File: config.mk
export PLATFORM = sky130hd
export DESIGN_NAME = uart_core
export DESIGN_NICKNAME = d
export VERILOG_FILES = /design/src/rtl/uart_pkg.sv /design/src/rtl/uart_rx_fifo.sv /design/src/rtl/uart_core.sv
export SDC_FILE = /design/constraint.sdc
export NUM_CORES = 1
export LEC_CHECK = 0
export ABC_AREA = 1
export BUFFER_PORTS_ARGS = -buffer_cell sky130_fd_sc_hd__clkbuf_2
export CAP_MARGIN = 10
export CORE_MARGIN = 5
export CORE_UTILIZATION = 49
export DETAILED_ROUTE_END_ITERATION = 8
export GPL_ROUTABILITY_DRIVEN = 1
export PLACE_DENSITY = 0.65
export SETUP_SLACK_MARGIN = 0.4
export SLEW_MARGIN = 20
export SYNTH_ARGS = -nofsm -noshare
export SYNTH_HDL_FRONTEND = slang
export SYNTH_SLANG_ARGS = --single-unit
File: constraint.sdc
create_clock -name clk -period 2.1 [get_ports clk]
set_clock_uncertainty 0.05 [all_clocks]
set_input_delay 0.105 -clock clk [delete_from_list [all_inputs] [get_ports clk]]
set_output_delay 0.105 -clock clk [all_outputs]
set_load 0.005 [all_outputs]
File: src/rtl/uart_pkg.sv
// Shared types for uart_core: parity encodings, TX/RX FSM states and the RX entry record.
package uart_pkg;

    localparam int PARITY_NONE = 0;
    localparam int PARITY_ODD  = 1;
    localparam int PARITY_EVEN = 2;

    typedef enum logic [2:0] {
        TX_IDLE,
        TX_START,
        TX_DATA,
        TX_PARITY,
        TX_STOP
    } txState_t;

    typedef enum logic [2:0] {
        RX_IDLE,
        RX_START,
        RX_DATA,
        RX_PARITY,
        RX_STOP
    } rxState_t;

    typedef struct packed {
        logic [7:0] data;
        logic       parityErr;
        logic       frameErr;
    } rxEntry_t;

    // Expects unused upper data bits already cleared.
    function automatic logic parityBit(input logic [7:0] d, input int parity);
        return (parity == PARITY_ODD) ? ~(^d) : ^d;
    endfunction

endpackage

File: src/rtl/uart_rx_fifo.sv
// Synchronous receive FIFO of rxEntry_t; pointers carry one extra wrap bit for full/empty.
module uart_rx_fifo
    import uart_pkg::*;
#(
    parameter int DEPTH = 4
) (
    input  logic     clk,
    input  logic     rst_n,
    input  logic     push,
    input  rxEntry_t pushEntry,
    input  logic     pop,
    output rxEntry_t head,
    output logic     empty,
    output logic     overrun
);

    localparam int AW = $clog2(DEPTH);

    rxEntry_t       mem [DEPTH];
    logic [AW:0]    wrPtr;
    logic [AW:0]    rdPtr;
    logic           full;
    logic           doPush;
    logic           doPop;

    assign empty   = (wrPtr == rdPtr);
    assign full    = (wrPtr[AW] != rdPtr[AW]) && (wrPtr[AW-1:0] == rdPtr[AW-1:0]);
    assign doPop   = pop && !empty;
    // A simultaneous pop frees the slot the push needs.
    assign doPush  = push && (!full || doPop);
    assign overrun = push && full && !doPop;
    assign head    = empty ? '0 : mem[rdPtr[AW-1:0]];

    always_ff @(posedge clk or negedge rst_n) begin
        if (!rst_n) begin
            wrPtr <= '0;
            rdPtr <= '0;
        end else begin
            if (doPush) wrPtr <= wrPtr + 1'b1;
            if (doPop)  rdPtr <= rdPtr + 1'b1;
        end
    end

    always_ff @(posedge clk) begin
        if (doPush) mem[wrPtr[AW-1:0]] <= pushEntry;
    end

endmodule

File: src/rtl/uart_core.sv
// Configurable full-duplex UART (5..8 data bits, none/odd/even parity, 1 or 2 stop bits).
// Define UART_CORE_RX_FIFO_EN to buffer received frames in uart_rx_fifo.
module uart_core
    import uart_pkg::*;
#(
    parameter int CLKS_PER_BIT  = 234,
    parameter int DATA_BITS     = 8,
    parameter int PARITY        = 0,
    parameter int STOP_BITS     = 1,
    parameter int RX_FIFO_DEPTH = 4
) (
    input  logic       clk,
    input  logic       rst_n,
    input  logic       uart_rx,
    output logic       uart_tx,
    input  logic [7:0] tx_data,
    input  logic       tx_valid,
    output logic       tx_ready,
    output logic [7:0] rx_data,
    output logic       rx_valid,
    input  logic       rx_ready,
    output logic       rx_parity_err,
    output logic       rx_frame_err,
    output logic       rx_overrun
);

    localparam int             CW         = $clog2(CLKS_PER_BIT);
    localparam logic [CW-1:0]  BIT_LAST   = CW'(CLKS_PER_BIT - 1);
    localparam logic [CW-1:0]  HALF_LAST  = CW'(CLKS_PER_BIT / 2 - 1);
    localparam logic [7:0]     DATA_MASK  = 8'((1 << DATA_BITS) - 1);
    localparam logic [2:0]     DATA_LAST  = 3'(DATA_BITS - 1);
    localparam logic [2:0]     STOP_LAST  = 3'(STOP_BITS - 1);
    localparam bit             HAS_PARITY = (PARITY != PARITY_NONE);

    txState_t      txState, txStateNext;
    logic [CW-1:0] txCnt, txCntNext;
    logic [2:0]    txIdx, txIdxNext;
    logic [7:0]    txShift, txShiftNext;
    logic          txPar, txParNext;
    logic          txLine, txLineNext;
    logic          txBitDone;

    always_comb begin
        txStateNext = txState;
        txCntNext   = txCnt + 1'b1;
        txIdxNext   = txIdx;
        txShiftNext = txShift;
        txParNext   = txPar;
        txBitDone   = (txCnt == BIT_LAST);
        case (txState)
            TX_IDLE: begin
                txCntNext = '0;
                txIdxNext = '0;
                if (tx_valid) begin
                    txStateNext = TX_START;
                    txShiftNext = tx_data & DATA_MASK;
                    txParNext   = parityBit(tx_data & DATA_MASK, PARITY);
                end
            end
            TX_START: if (txBitDone) begin
                txCntNext   = '0;
                txStateNext = TX_DATA;
            end
            TX_DATA: if (txBitDone) begin
                txCntNext   = '0;
                txShiftNext = txShift >> 1;
                if (txIdx == DATA_LAST) begin
                    txIdxNext   = '0;
                    txStateNext = HAS_PARITY ? TX_PARITY : TX_STOP;
                end else begin
                    txIdxNext = txIdx + 3'd1;
                end
            end
            TX_PARITY: if (txBitDone) begin
                txCntNext   = '0;
                txStateNext = TX_STOP;
            end
            TX_STOP: if (txBitDone) begin
                txCntNext = '0;
                if (txIdx == STOP_LAST) begin
                    txIdxNext   = '0;
                    txStateNext = TX_IDLE;
                end else begin
                    txIdxNext = txIdx + 3'd1;
                end
            end
            default: txStateNext = TX_IDLE;
        endcase
        // Line level is registered from the next state so the pin never glitches.
        case (txStateNext)
            TX_START:  txLineNext = 1'b0;
            TX_DATA:   txLineNext = txShiftNext[0];
            TX_PARITY: txLineNext = txParNext;
            default:   txLineNext = 1'b1;
        endcase
    end

    always_ff @(posedge clk or negedge rst_n) begin
        if (!rst_n) begin
            txState <= TX_IDLE;
            txCnt   <= '0;
            txIdx   <= '0;
            txLine  <= 1'b1;
        end else begin
            txState <= txStateNext;
            txCnt   <= txCntNext;
            txIdx   <= txIdxNext;
            txLine  <= txLineNext;
        end
    end

    always_ff @(posedge clk) begin
        txShift <= txShiftNext;
        txPar   <= txParNext;
    end

    assign uart_tx  = txLine;
    assign tx_ready = (txState == TX_IDLE);

    // Input synchronizer stage
    logic rxSync_p0, rxSync_p1;
    logic rxIn;

    always_ff @(posedge clk or negedge rst_n) begin
        if (!rst_n) begin
            rxSync_p0 <= 1'b1;
            rxSync_p1 <= 1'b1;
        end else begin
            rxSync_p0 <= uart_rx;
            rxSync_p1 <= rxSync_p0;
        end
    end

    assign rxIn = rxSync_p1;

    rxState_t      rxState, rxStateNext;
    logic [CW-1:0] rxCnt, rxCntNext;
    logic [2:0]    rxIdx, rxIdxNext;
    logic [7:0]    rxShift, rxShiftNext;
    logic          rxPar, rxParNext;
    logic          frameVld_p0, frameVldNext;
    rxEntry_t      frameEntry_p0, frameEntryNext;
    logic          rxBitDone;

    always_comb begin
        rxStateNext    = rxState;
        rxCntNext      = rxCnt + 1'b1;
        rxIdxNext      = rxIdx;
        rxShiftNext    = rxShift;
        rxParNext      = rxPar;
        frameVldNext   = 1'b0;
        frameEntryNext = frameEntry_p0;
        rxBitDone      = (rxCnt == BIT_LAST);
        case (rxState)
            RX_IDLE: begin
                rxCntNext = '0;
                rxIdxNext = '0;
                if (!rxIn) begin
                    rxStateNext = RX_START;
                    rxShiftNext = '0;
                end
            end
            RX_START: if (rxCnt == HALF_LAST) begin
                rxCntNext   = '0;
                rxStateNext = rxIn ? RX_IDLE : RX_DATA;
            end
            RX_DATA: if (rxBitDone) begin
                rxCntNext          = '0;
                rxShiftNext[rxIdx] = rxIn;
                if (rxIdx == DATA_LAST) begin
                    rxIdxNext   = '0;
                    rxStateNext = HAS_PARITY ? RX_PARITY : RX_STOP;
                end else begin
                    rxIdxNext = rxIdx + 3'd1;
                end
            end
            RX_PARITY: if (rxBitDone) begin
                rxCntNext   = '0;
                rxParNext   = rxIn;
                rxStateNext = RX_STOP;
            end
            RX_STOP: if (rxBitDone) begin
                rxCntNext                = '0;
                rxStateNext              = RX_IDLE;
                frameVldNext             = 1'b1;
                frameEntryNext.data      = rxShift;
                frameEntryNext.parityErr = HAS_PARITY && (rxPar != parityBit(rxShift, PARITY));
                frameEntryNext.frameErr  = !rxIn;
            end
            default: rxStateNext = RX_IDLE;
        endcase
    end

    always_ff @(posedge clk or negedge rst_n) begin
        if (!rst_n) begin
            rxState       <= RX_IDLE;
            rxCnt         <= '0;
            rxIdx         <= '0;
            frameVld_p0   <= 1'b0;
            frameEntry_p0 <= '0;
        end else begin
            rxState       <= rxStateNext;
            rxCnt         <= rxCntNext;
            rxIdx         <= rxIdxNext;
            frameVld_p0   <= frameVldNext;
            frameEntry_p0 <= frameEntryNext;
        end
    end

    always_ff @(posedge clk) begin
        rxShift <= rxShiftNext;
        rxPar   <= rxParNext;
    end

    // Delivery stage
`ifdef UART_CORE_RX_FIFO_EN
    rxEntry_t fifoHead;
    logic     fifoEmpty;

    uart_rx_fifo #(
        .DEPTH(RX_FIFO_DEPTH)
    ) u_rxFifo (
        .clk      (clk),
        .rst_n    (rst_n),
        .push     (frameVld_p0),
        .pushEntry(frameEntry_p0),
        .pop      (rx_valid && rx_ready),
        .head     (fifoHead),
        .empty    (fifoEmpty),
        .overrun  (rx_overrun)
    );

    assign rx_valid      = !fifoEmpty;
    assign rx_data       = fifoHead.data;
    assign rx_parity_err = fifoHead.parityErr;
    assign rx_frame_err  = fifoHead.frameErr;
`else
    localparam int unusedDepth = RX_FIFO_DEPTH;
    logic unusedRxReady;

    assign unusedRxReady = rx_ready;
    assign rx_valid      = frameVld_p0;
    assign rx_data       = frameEntry_p0.data;
    assign rx_parity_err = frameEntry_p0.parityErr;
    assign rx_frame_err  = frameEntry_p0.frameErr;
    assign rx_overrun    = 1'b0;
`endif

endmodule

==> metrics.md, run 1 <==
| Metric | Value |
|---|---|
| Final setup vio count | 0 |
| Clk root buf | clkbuf_8 |
| #FFs+latches synth | 58 |
| Outcome | complete, no violations |
| Period utilization | between 70 and 80% |
| DRT Pass-1 Iters | 4 |
| Synthesized area | slightly above 3000 um^2 |
| Multi-input logic area | ~1400 um^2 |
| Share of cells above drive strength 1 | between 20% and 30% |
| Layout net count | ~420 |
| Worst Path Max Fanout | 8 |
| First-pass GRT wire length | around 9.4 mm |
| Cell variety after synth | 39 |
| Vias in the first global route | 2277 |
| Fill count | 512 |
| WL final | ~5.5 mm |
| Xor and xnor area share after synthesis | 1.148% |
| # DRC | 0 |
| Slew Limit Fails | 0 |
| Largest family of logic cells by synthesized area | simple AND/OR/NAND/NOR gates |
| Post-Synth Adder-Cell Area | 4.100% |
| Mapped Cells | between 300 and 400 |
| Max incr delay on CP | ~0.4 ns |
| Hpwl dp | a little under 4 mm |
| Top cells by area, synth | dfrtp_1 31%, edfxtp_1 15%, nand2_1 11% |
| Ys flop type | dfrtp_1 |
| Post-synthesis simple-gate area fraction | about a quarter |
| Iteration-0 DRC Markers | 70 |
| Largest net degree at the start of global routing | 23 |
| Top Ports | 27 |
| Max Cap Viol | 0 |
| Critical Path RT | 2.10 ns |
| # diodes | 0 |
| Row cnt | 28 |
| Clock Latency Late Sink | 0.34 ns |
| H-tree depth | 3 |
| Vias | roughly 2400 |
| GRT Overall Usage | about 15% |
| CP max-delay cell | dfrtp_1 |
| Complex-gate fraction of the synthesized area | approximately 11% |
| Clock slew at reported path FFs | 0.07 ns |
| Reg2reg setup slack | 0.49 ns |
| Initial Util | approximately half |
| Crit-path cells | inv_2 -> ha_4 -> nand2_2 -> nor2_2 -> nand2_2 -> o21ai_2 -> o21a_4 |
| Sum of buffers and inverters on the critical path | 1 |
| PortBufs | 23 |
| Critical Path Start Type | flip-flop |
| Crit Path Category | flip-flop to flip-flop |
| Clock Tree Buf Depth | 2 |
| Hold Crit Class | primary input to async pin |
| Final hold slack | roughly 0.087 ns |
| Mux cell area share after synthesis | 0% |
| Core outline area | roughly 6000 um^2 |
| TritonCTS clock tree | yes |
| Die X-Extent | slightly below 90 um |
| Wire per inst | 11.48 um |
| Hold Vio Cnt, Final | 0 |
| Setup TNS | 0 ns |
| Fmax | ~620 MHz |
| CTS Buf Count | 9 |
| FF/Latch Area | between 1500 and 2000 um^2 |
| Pwr/cell area | approximately 770 nW/um^2 |
| Avg Cell Area, Syn | 8.500 um^2 |
| Seq/Total Area, Yosys | 49.82% |
| Leakage | 1.750 nW |
| Area growth from synthesis to layout | 17.79% |
| Largest area contributor in the netlist | dfrtp_1 |
| Share of the synthesized area in the top cell type | between 30% and 40% |
| Critical path's most frequent cell | nand2_2 |
| DR vias/cell | 5.116 |
| Ys async rst share | between 70% and 80% |
| Clock Sinks | 58 |
| Chip Height | just under 90 um |
| Post-place instance area | 3241 um^2 |
| CP Capture Type | flip-flop |
| Number of synthesized flops with an enable pin | 15 |
| Period minus WS final | approximately 1.6 ns |
| RD Place Congestion | around 0.83 |
| Worst IR Drop VDD | ~0.52 mV |
| Yosys warns | 0 |
| Die area | 7906 um^2 |
| Worst Path Arrival | between 1.5 and 2 ns |
| Grt total ovfl | 0 |
| Initial antenna violation count | 0 |
| Cell with the most instances after synthesis | nand2_1 |
| Kind of cell adding the most delay to the critical path | flip-flops |
| Post-DRT Antenna Nets | 0 |
| Post-synth top cells | 90 x nand2_1, 42 x inv_1, 38 x dfrtp_1 |
| Post-layout instance area | between 3000 and 4000 um^2 |
| RSZ-0062 raised after global routing | true |
final timing paths:
path,from,end,cells after the start
max,rxCnt[1],rxShift[5],7
min,rst_n,rxCnt[6],2
max reg2reg,rxCnt[1],rxShift[5],7
min reg2reg,rxSync_p0,rxIn,0
max in group asynchronous,rst_n,uart_tx,3
min in group clk,tx_data[7],txShift[7],3
per-stage QoR:
stage / utilization [%] / setup slack [ns] / total power [W] / std cells
floorplan: - / 0.4045 / 0.001460 / 360
global placement: 54.09 / 0.3554 / 0.001528 / 455
detailed placement: 54.09 / 0.3367 / 0.001535 / 455
CTS: 58.71 / 0.4051 / 0.002795 / 474
global route: 60.00 / 0.3931 / 0.002925 / 475
finish: 60.00 / 0.4928 / 0.002783 / 475
worst reg2reg max path, cell delays in order (launching register included):
cell and delay [ns]:
dfrtp_1 0.40, inv_2 0.09, ha_4 0.13, nand2_2 0.04
nor2_2 0.11, nand2_2 0.10, o21ai_2 0.19, o21a_4 0.21
report_power, final:
group	total, W	internal, W	switching (W)
sequential	0.00129	0.00123	0.0000635
combinational	0.000238	0.0000998	0.000138
clock	0.00125	0.000788	0.000467
routing by layer:
metal	GRT usage [%]	vias to the layer above	share of wire [%]
li1	-	1254	-
met1	18.58	1122	46
met2	25.51	41	48
met3	3.226	13	3.4
met4	8.242	0	2.4
met5	0	-	0
area by class of cell:
cell class | count | area share (%)
sequential | 58 | 42.36
multi-input combinational | 246 | 38.18
clock inverter | 7 | 3.237
clock buffer | 9 | 3.446
inverter | 50 | 5.291
tap | 75 | 2.611
timing repair buffer | 30 | 4.873
kinds of logic (layout without fill, tap and decap cells):
kind of cell	after synthesis	after routing
AO/OA/AOI/OAI	56	56
XOR/XNOR	4	4
adder cells (fa/ha/maj)	10	10
buffers and inverters	56	96
flip-flops	58	58
other	1	2
AND/OR/NAND/NOR	174	174
repair_timing:
action                                  CTS  global route
cloned                                    0             0
gates resized for setup                   2            18
hold buffers                              3             0
pin swaps                                 0             3
endpoints found under the hold margin    41             0
setup buffers                             0             1
endpoints found under the setup margin   10            34
state kept, by name, indices dropped and copies added (netlist names), 3 cells and up:
| register | flops |
|---|---|
| rxCnt | 8 |
| rxIdx | 3 |
| rxShift | 8 |
| rxState | 3 |
| rx_data | 8 |
| txCnt | 8 |
| txIdx | 3 |
| txShift | 8 |
| txState | 3 |
layout by cell type (no fill, tap or decap), types with 8 or more instances in the layout:
| master | synthesis | final |
|---|---|---|
| clkbuf_2 | 0 | 23 |
| clkbuf_8 | 0 | 9 |
| edfxtp_1 | 15 | 15 |
| a21oi_1 | 9 | 9 |
| nor2_1 | 22 | 20 |
| nand2_1 | 90 | 87 |
| inv_1 | 42 | 41 |
| ha_1 | 10 | 9 |
| o21ai_2 | 8 | 9 |
| dfrtp_1 | 38 | 36 |
| nand3_1 | 32 | 31 |
| o21ai_0 | 28 | 28 |
| a31oi_1 | 8 | 8 |
(Power assumes the default switching activity.)
==> inputs of run 2 (changes only) <==
ABC_AREA = 0   (was 1)
clock period = 1.6 ns   (was 2.1 ns; I/O delays follow)
==> run 2 against run 1 <==
  * The run now ends with negative setup slack left
  * Die area down 4.7%
  * Clock power down 4%
  * Synthesized cell count down 27%
  * Via count down 6.2%
  * Largest power group unchanged
==> metrics.md, run 2 <==
| Metric | Value |
|---|---|
| Commonest non-fill, non-tap cell in the layout | buf_4 (was nand2_1) |
| Worst Hold Depth | 2 |
| Number of synthesized flops with an enable pin | 15 (unchanged) |
| Iteration-0 DRC Markers | 59 (was 70) |
| Grt total ovfl | 0 (unchanged) |
| Final setup vio count | 57 (was 0) |
| Largest net degree at the start of global routing | 23 (unchanged) |
| Max Cap Viol | 0 (unchanged) |
| TritonCTS clock tree | yes (unchanged) |
| Layout net count | 377 (was 418) |
| Synthesized area | 2889 um^2 (was 3052 um^2) |
| Reg2reg end | rxShift[6] (was rxShift[5]) |
| Share of cells above drive strength 1 | 50.14% (was 21.50%) |
| Ys flop type | dfrtp_1 (unchanged) |
| RD Place Congestion | 0.7622 (was 0.8326) |
| Total design power | 0.003362 W (was 0.002783 W) |
| FF/Latch Area | 1525 um^2 (was 1523 um^2) |
| Clk root buf | clkbuf_8 (unchanged) |
| Period utilization | 130.8% (was 76.53%) |
| Wire per inst | 14.94 um (was 11.48 um) |
| CTS Buf Count | 9 (unchanged) |
| Final Util | 73.06% (was 60.00%) |
| Cell with the most instances after synthesis | dfrtp_1 (was nand2_1) |
| Top Ports | 27 (unchanged) |
| Core outline area | 5816 um^2 (was 5991 um^2) |
| Fmax | 477.8 MHz (was 622.2 MHz) |
| Worst IR Drop VDD | 0.8041 mV (was 0.5236 mV) |
| Ys async rst share | 70.69% (unchanged) |
| Critical Path Start Type | flip-flop (unchanged) |
| Post-synth top cells | 38 x dfrtp_1, 35 x nor2_1, 16 x nand2_1 (was 90 x nand2_1, 42 x inv_1, 38 x dfrtp_1) |
| Vias | 2279 (was 2430) |
| Outcome | finished, violations left (was complete, no violations) |
| Area growth from synthesis to layout | 47.08% (was 17.79%) |
| Setup TNS | -15.78 ns (was 0 ns) |
| Hold endpoint | txShift[4] |
| # diodes | 0 (unchanged) |
| Clock Latency Late Sink | 0.33 ns (was 0.34 ns) |
| Initial Util | 49.68% (was 50.94%) |
| Mapped Cells | 263 (was 359) |
| Row cnt | 28 (unchanged) |
| Initial antenna violation count | 0 (unchanged) |
| Launch point of the worst reg-to-reg path | rxCnt[1] (unchanged) |
| Clock Tree Buf Depth | 2 (unchanged) |
| Reg2reg path depth | 6 (was 7) |
| Hold Vio Cnt, Final | 0 (unchanged) |
| Reg2reg setup slack | -0.49 ns (was 0.49 ns) |
| GRT Overall Usage | 18.76% (was 15.32%) |
| CP Capture Type | flip-flop (unchanged) |
| Kind of cell adding the most delay to the critical path | compound AO/OA/AOI/OAI gates (was flip-flops) |
| Max incr delay on CP | 0.43 ns (was 0.40 ns) |
| PortBufs | 23 (unchanged) |
| Critical Path Source | rxCnt[1] (unchanged) |
| Fill count | 389 (was 512) |
| Avg Cell Area, Syn | 10.98 um^2 (was 8.500 um^2) |
| Seq/Total Area, Yosys | 52.62% (was 49.82%) |
| Die X-Extent | 86.79 um (was 88.92 um) |
| Critical Path RT | 1.55 ns (was 2.10 ns) |
| Largest area contributor in the netlist | dfrtp_1 (unchanged) |
| Period minus WS final | 2.093 ns (was 1.607 ns) |
| WL final | 6.484 mm (was 5.451 mm) |
| Final hold slack | 0.02258 ns (was 0.08670 ns) |
| Vias in the first global route | 2296 (was 2277) |
| Multi-input logic area | 1652 um^2 (was 1373 um^2) |
| Highest-count cells in the layout ignoring fill and taps | 41 x buf_4, 34 x dfrtp_1, 24 x nor2_1 (was 87 x nand2_1, 41 x inv_1, 36 x dfrtp_1) |
| CP max-delay cell | or4_4 (was dfrtp_1) |
| Sum of buffers and inverters on the critical path | 1 (unchanged) |
| # DRC | 0 (unchanged) |
| Worst Path Max Fanout | 8 (unchanged) |
| Die area | 7532 um^2 (was 7906 um^2) |
| Hpwl dp | 4.205 mm (was 3.916 mm) |
| Hold Crit Class | primary input to flip-flop (was primary input to async pin) |
| Crit-path cells | inv_2 -> ha_4 -> nand3b_1 -> or4_4 -> a211o_4 -> a31oi_4 (was inv_2 -> ha_4 -> nand2_2 -> nor2_2 -> nand2_2 -> o21ai_2 -> o21a_4) |
| DRT Pass-1 Iters | 4 (unchanged) |
| Pwr/cell area | 791.2 nW/um^2 (was 774.1 nW/um^2) |
| Post-DRT Antenna Nets | 0 (unchanged) |
| Yosys warns | 0 (unchanged) |
| Share of the synthesized area in the top cell type | 32.91% (was 31.16%) |
| DR vias/cell | 5.251 (was 5.116) |
| Clock Sinks | 58 (unchanged) |
| #FFs+latches synth | 58 (unchanged) |
| Chip Height | 86.79 um (was 88.92 um) |
| Crit Path Category | flip-flop to flip-flop (unchanged) |
| Failing checks | negative setup slack |
| Cell variety after synth | 49 (was 39) |
| Clock slew at reported path FFs | 0.07 ns (about the same) |
| Origin of the worst min-delay path | tx_data[4] |
| Slew Limit Fails | 0 (unchanged) |
| Setup WS post-layout | -0.4931 ns (was 0.4928 ns) |
| H-tree depth | 3 (unchanged) |
| Pre-CTS setup slack | -0.5005 ns (was 0.3367 ns) |
| RSZ-0062 raised after global routing | true (unchanged) |
| Leakage | 1.890 nW (was 1.750 nW) |
| Top cells by area, synth | dfrtp_1 33%, edfxtp_1 16%, nor2_1 4.5% (was dfrtp_1 31%, edfxtp_1 15%, nand2_1 11%) |
| First-pass GRT wire length | 10.87 mm (was 9.425 mm) |
| Worst Path Arrival | 2.05 ns (was 1.60 ns) |
[run 2: changes by cell type in the layout (fill, tap and decap cells not counted), moves of 9 or more]
cell,delta
nand3_1,-23
o21ai_0,-28
buf_4,+37
inv_1,-30
mux2_4,+10
buf_6,+22
nand2_1,-78
mux2i_1,+9
xnor2_1,+13
[run 2: logic make-up after synthesis]
group	Yosys count	synth area share [%]
XOR/XNOR	19	5.760
buffers and inverters	26	3.811
other	1	0.1298
flip-flops	58	52.62
AND/OR/NAND/NOR	95	17.24
adder cells (fa/ha/maj)	11	4.677
AO/OA/AOI/OAI	33	8.359
multiplexers	20	7.406
[run 2: metrics by stage]
| step | cell area [um^2] | std cells |
|---|---|---|
| final | 4249 | 434 |
| after global routing | 4249 | 434 |
| after CTS | 4140 | 432 |
| after detailed placement | 3647 | 398 |
| after global placement | 3647 | 398 |
| after floorplan | 3152 | 264 |
[run 2: what timing repair did]
item                                    CTS  global route
pin swaps                                14            11
buffers inserted                         15             2
endpoints found under the setup margin   72            72
hold buffers                              3             0
endpoints found under the hold margin    43             0
gates resized for setup                  49            26
[run 2: how the worst max path moves through the flow]
| stage | cells past startpoint | endpoint |
|---|---|---|
| global route | 8 | rxCnt[3] |
| finish | 6 | rxShift[6] |
| detailed placement | 6 | rxShift[6] |
| CTS | 6 | rxShift[6] |
| global placement | 6 | rxShift[7] |
| floorplan | 6 | rxShift[0] |
[run 2: metal layers]
layer,vias up,global-route usage [%],routed length [um]
li1,1098,-,-
met1,1131,23.73,2761
met2,38,30.43,3366
met3,12,5.894,216
met4,0,6.232,140
met5,-,0,0
[run 2: power breakdown]
part / switching [W] / internal [W] / leakage [nW]
combinational: 0.000237 / 0.000268 / 1.13
clock: 0.000559 / 0.000639 / 0.0932
sequential: 0.0000509 / 0.00161 / 0.668
[run 2: layout make-up]
cell class              instances  share of cell area [%]
multi-input cells             180                   38.87
clock buffers                  13                   3.740
inverters                      13                   1.148
well taps                      75                   2.208
repair buffers                 92                   17.79
flip-flops and latches         58                   35.90
clock inverters                 3                  0.3534
==> inputs of run 3 (changes only) <==
SETUP_SLACK_MARGIN = default   (was 0.4)
==> run 3 against run 2 <==
  * The flow still finishes with violations (negative setup slack)
  * Register-to-register slack better by 0.04 ns
  * Die area unchanged
  * Clock power down 5%
  * Critical path depth up 1
  * Largest power group unchanged
  * Highest routed layer unchanged
==> metrics.md, run 3 (same netlist as run 2, synthesis figures left out) <==
| Metric | Value |
|---|---|
| Share of cells above drive strength 1 | 42.29% (was 50.14%) |
| Initial antenna violation count | 0 (unchanged) |
| CP max-delay cell | or4_4 (unchanged) |
| Layout net count | 368 (was 377) |
| Largest net degree at the start of global routing | 30 (was 23) |
| GRT Overall Usage | 17.58% (was 18.76%) |
| First-pass GRT wire length | 10.23 mm (was 10.87 mm) |
| Failing checks | negative setup slack (unchanged) |
| Core outline area | 5816 um^2 (unchanged) |
| Worst Path Max Fanout | 8 (unchanged) |
| Sum of buffers and inverters on the critical path | 2 (was 1) |
| Clock slew at reported path FFs | 0.06 ns (was 0.07 ns) |
| Pre-CTS setup slack | -0.5032 ns (was -0.5005 ns) |
| RD Place Congestion | 0.7393 (was 0.7622) |
| Vias | 2164 (was 2279) |
| Clock Sinks | 58 (unchanged) |
| Vias in the first global route | 2237 (was 2296) |
| Period minus WS final | 2.056 ns (was 2.093 ns) |
| Crit-path cells | inv_2 -> ha_1 -> nand3b_1 -> or4_4 -> a211o_4 -> a31oi_4 -> buf_12 (was inv_2 -> ha_4 -> nand3b_1 -> or4_4 -> a211o_4 -> a31oi_4) |
| Hold Vio Cnt, Final | 0 (unchanged) |
| DRT Pass-1 Iters | 4 (unchanged) |
| RSZ-0062 raised after global routing | true (unchanged) |
| Final setup vio count | 53 (was 57) |
| Top Ports | 27 (unchanged) |
| Iteration-0 DRC Markers | 71 (was 59) |
| Clk root buf | clkbuf_8 (unchanged) |
| PortBufs | 23 (unchanged) |
| Final hold slack | 0.01769 ns (was 0.02258 ns) |
| Row cnt | 28 (unchanged) |
| Initial Util | 49.68% (unchanged) |
| Setup WS post-layout | -0.4558 ns (was -0.4931 ns) |
| Max incr delay on CP | 0.42 ns (was 0.43 ns) |
| Fmax | 486.4 MHz (was 477.8 MHz) |
| Fill count | 462 (was 389) |
| Kind of cell adding the most delay to the critical path | compound AO/OA/AOI/OAI gates (unchanged) |
| Post-DRT Antenna Nets | 0 (unchanged) |
| Die area | 7532 um^2 (unchanged) |
| Worst IR Drop VDD | 0.6230 mV (was 0.8041 mV) |
| # DRC | 0 (unchanged) |
| Total design power | 0.003318 W (was 0.003362 W) |
| Hpwl dp | 3.880 mm (was 4.205 mm) |
| Clock Tree Buf Depth | 2 (unchanged) |
| Critical Path RT | 1.60 ns (was 1.55 ns) |
| Hold Crit Class | primary input to flip-flop (unchanged) |
| DR vias/cell | 5.092 (was 5.251) |
| Outcome | finished, violations left (unchanged) |
| TritonCTS clock tree | yes (unchanged) |
| Area growth from synthesis to layout | 38.72% (was 47.08%) |
| Max Cap Viol | 0 (unchanged) |
| Critical Path Start Type | flip-flop (unchanged) |
| Commonest non-fill, non-tap cell in the layout | buf_4 (unchanged) |
| Slew Limit Fails | 0 (unchanged) |
| Clock Latency Late Sink | 0.33 ns (about the same) |
| # diodes | 0 (unchanged) |
| Chip Height | 86.79 um (unchanged) |
| Worst Path Arrival | 2.05 ns (about the same) |
| Crit Path Category | flip-flop to flip-flop (unchanged) |
| Highest-count cells in the layout ignoring fill and taps | 46 x buf_4, 38 x dfrtp_1, 29 x nor2_1 (was 41 x buf_4, 34 x dfrtp_1, 24 x nor2_1) |
| Leakage | 1.800 nW (was 1.890 nW) |
| CP Capture Type | flip-flop (unchanged) |
| CTS Buf Count | 9 (unchanged) |
| Period utilization | 128.5% (was 130.8%) |
| H-tree depth | 3 (unchanged) |
| Pwr/cell area | 827.8 nW/um^2 (was 791.2 nW/um^2) |
| Die X-Extent | 86.79 um (unchanged) |
| Grt total ovfl | 0 (unchanged) |
| Wire per inst | 13.72 um (was 14.94 um) |
| WL final | 5.833 mm (was 6.484 mm) |
==> run 3: repair_timing <==
action / 4_1_cts / 5_1_grt
resized for setup: 25 / 18
pin swaps: 31 / 18
endpoints found under the hold margin: 42 / 0
buffers inserted: 8 / 6
setup endpoints to repair: 60 / 61
hold buffers: 3 / 0
==> run 3: metrics by stage <==
| stage | cells | TNS (ns) | utilization [%] | instance area [um^2] |
|---|---|---|---|---|
| global route | 425 | -20.52 | 68.91 | 4008 |
| floorplan | 264 | -11.11 | - | 3009 |
| CTS | 421 | -14.25 | 67.23 | 3910 |
| detailed placement | 397 | -17.29 | 61.12 | 3555 |
| global placement | 397 | -16.03 | 61.12 | 3555 |
| finish | 425 | -15.44 | 68.91 | 4008 |
==> run 3: per-layer routing <==
layer	routed length, um	up-vias	track usage (%)
met5	0	-	0
met4	54	0	6.799
met3	217	6	5.418
met2	2939	33	29.19
met1	2621	1051	21.29
li1	-	1074	-
==> run 3: power by group <==
part | switching [W] | total (W) | leakage (nW) | internal, W
sequential | 0.0000456 | 0.00165 | 0.673 | 0.00161
combinational | 0.000245 | 0.000527 | 1.04 | 0.000282
clock | 0.000540 | 0.00114 | 0.0872 | 0.000597
==> run 3: path summary, 6_finish.rpt <==
kind / end / slack (ns) / from / depth (start not counted)
setup / recovery: rxShift[4] / -0.46 / rxCnt[1] / 7
hold / removal: txShift[6] / 0.02 / tx_data[6] / 2
setup reg to reg: rxShift[4] / -0.46 / rxCnt[1] / 7
hold reg to reg: rxIn / 0.31 / rxSync_p0 / 0
max in group asynchronous: uart_tx / 0.82 / rst_n / 3
min in group asynchronous: rx_frame_err / 0.14 / rst_n / 2
==> run 3: area by class of cell <==
type                    instances  area, um^2  share of cell area [%]
well taps                      75       93.84                   2.342
flip-flops and latches         58        1520                   37.93
inverters                      13       48.80                   1.218
clock buffers                  13       148.9                   3.715
multi-input cells             180        1540                   38.43
clock inverters                 3       15.01                  0.3746
repair buffers                 83       640.6                   15.99
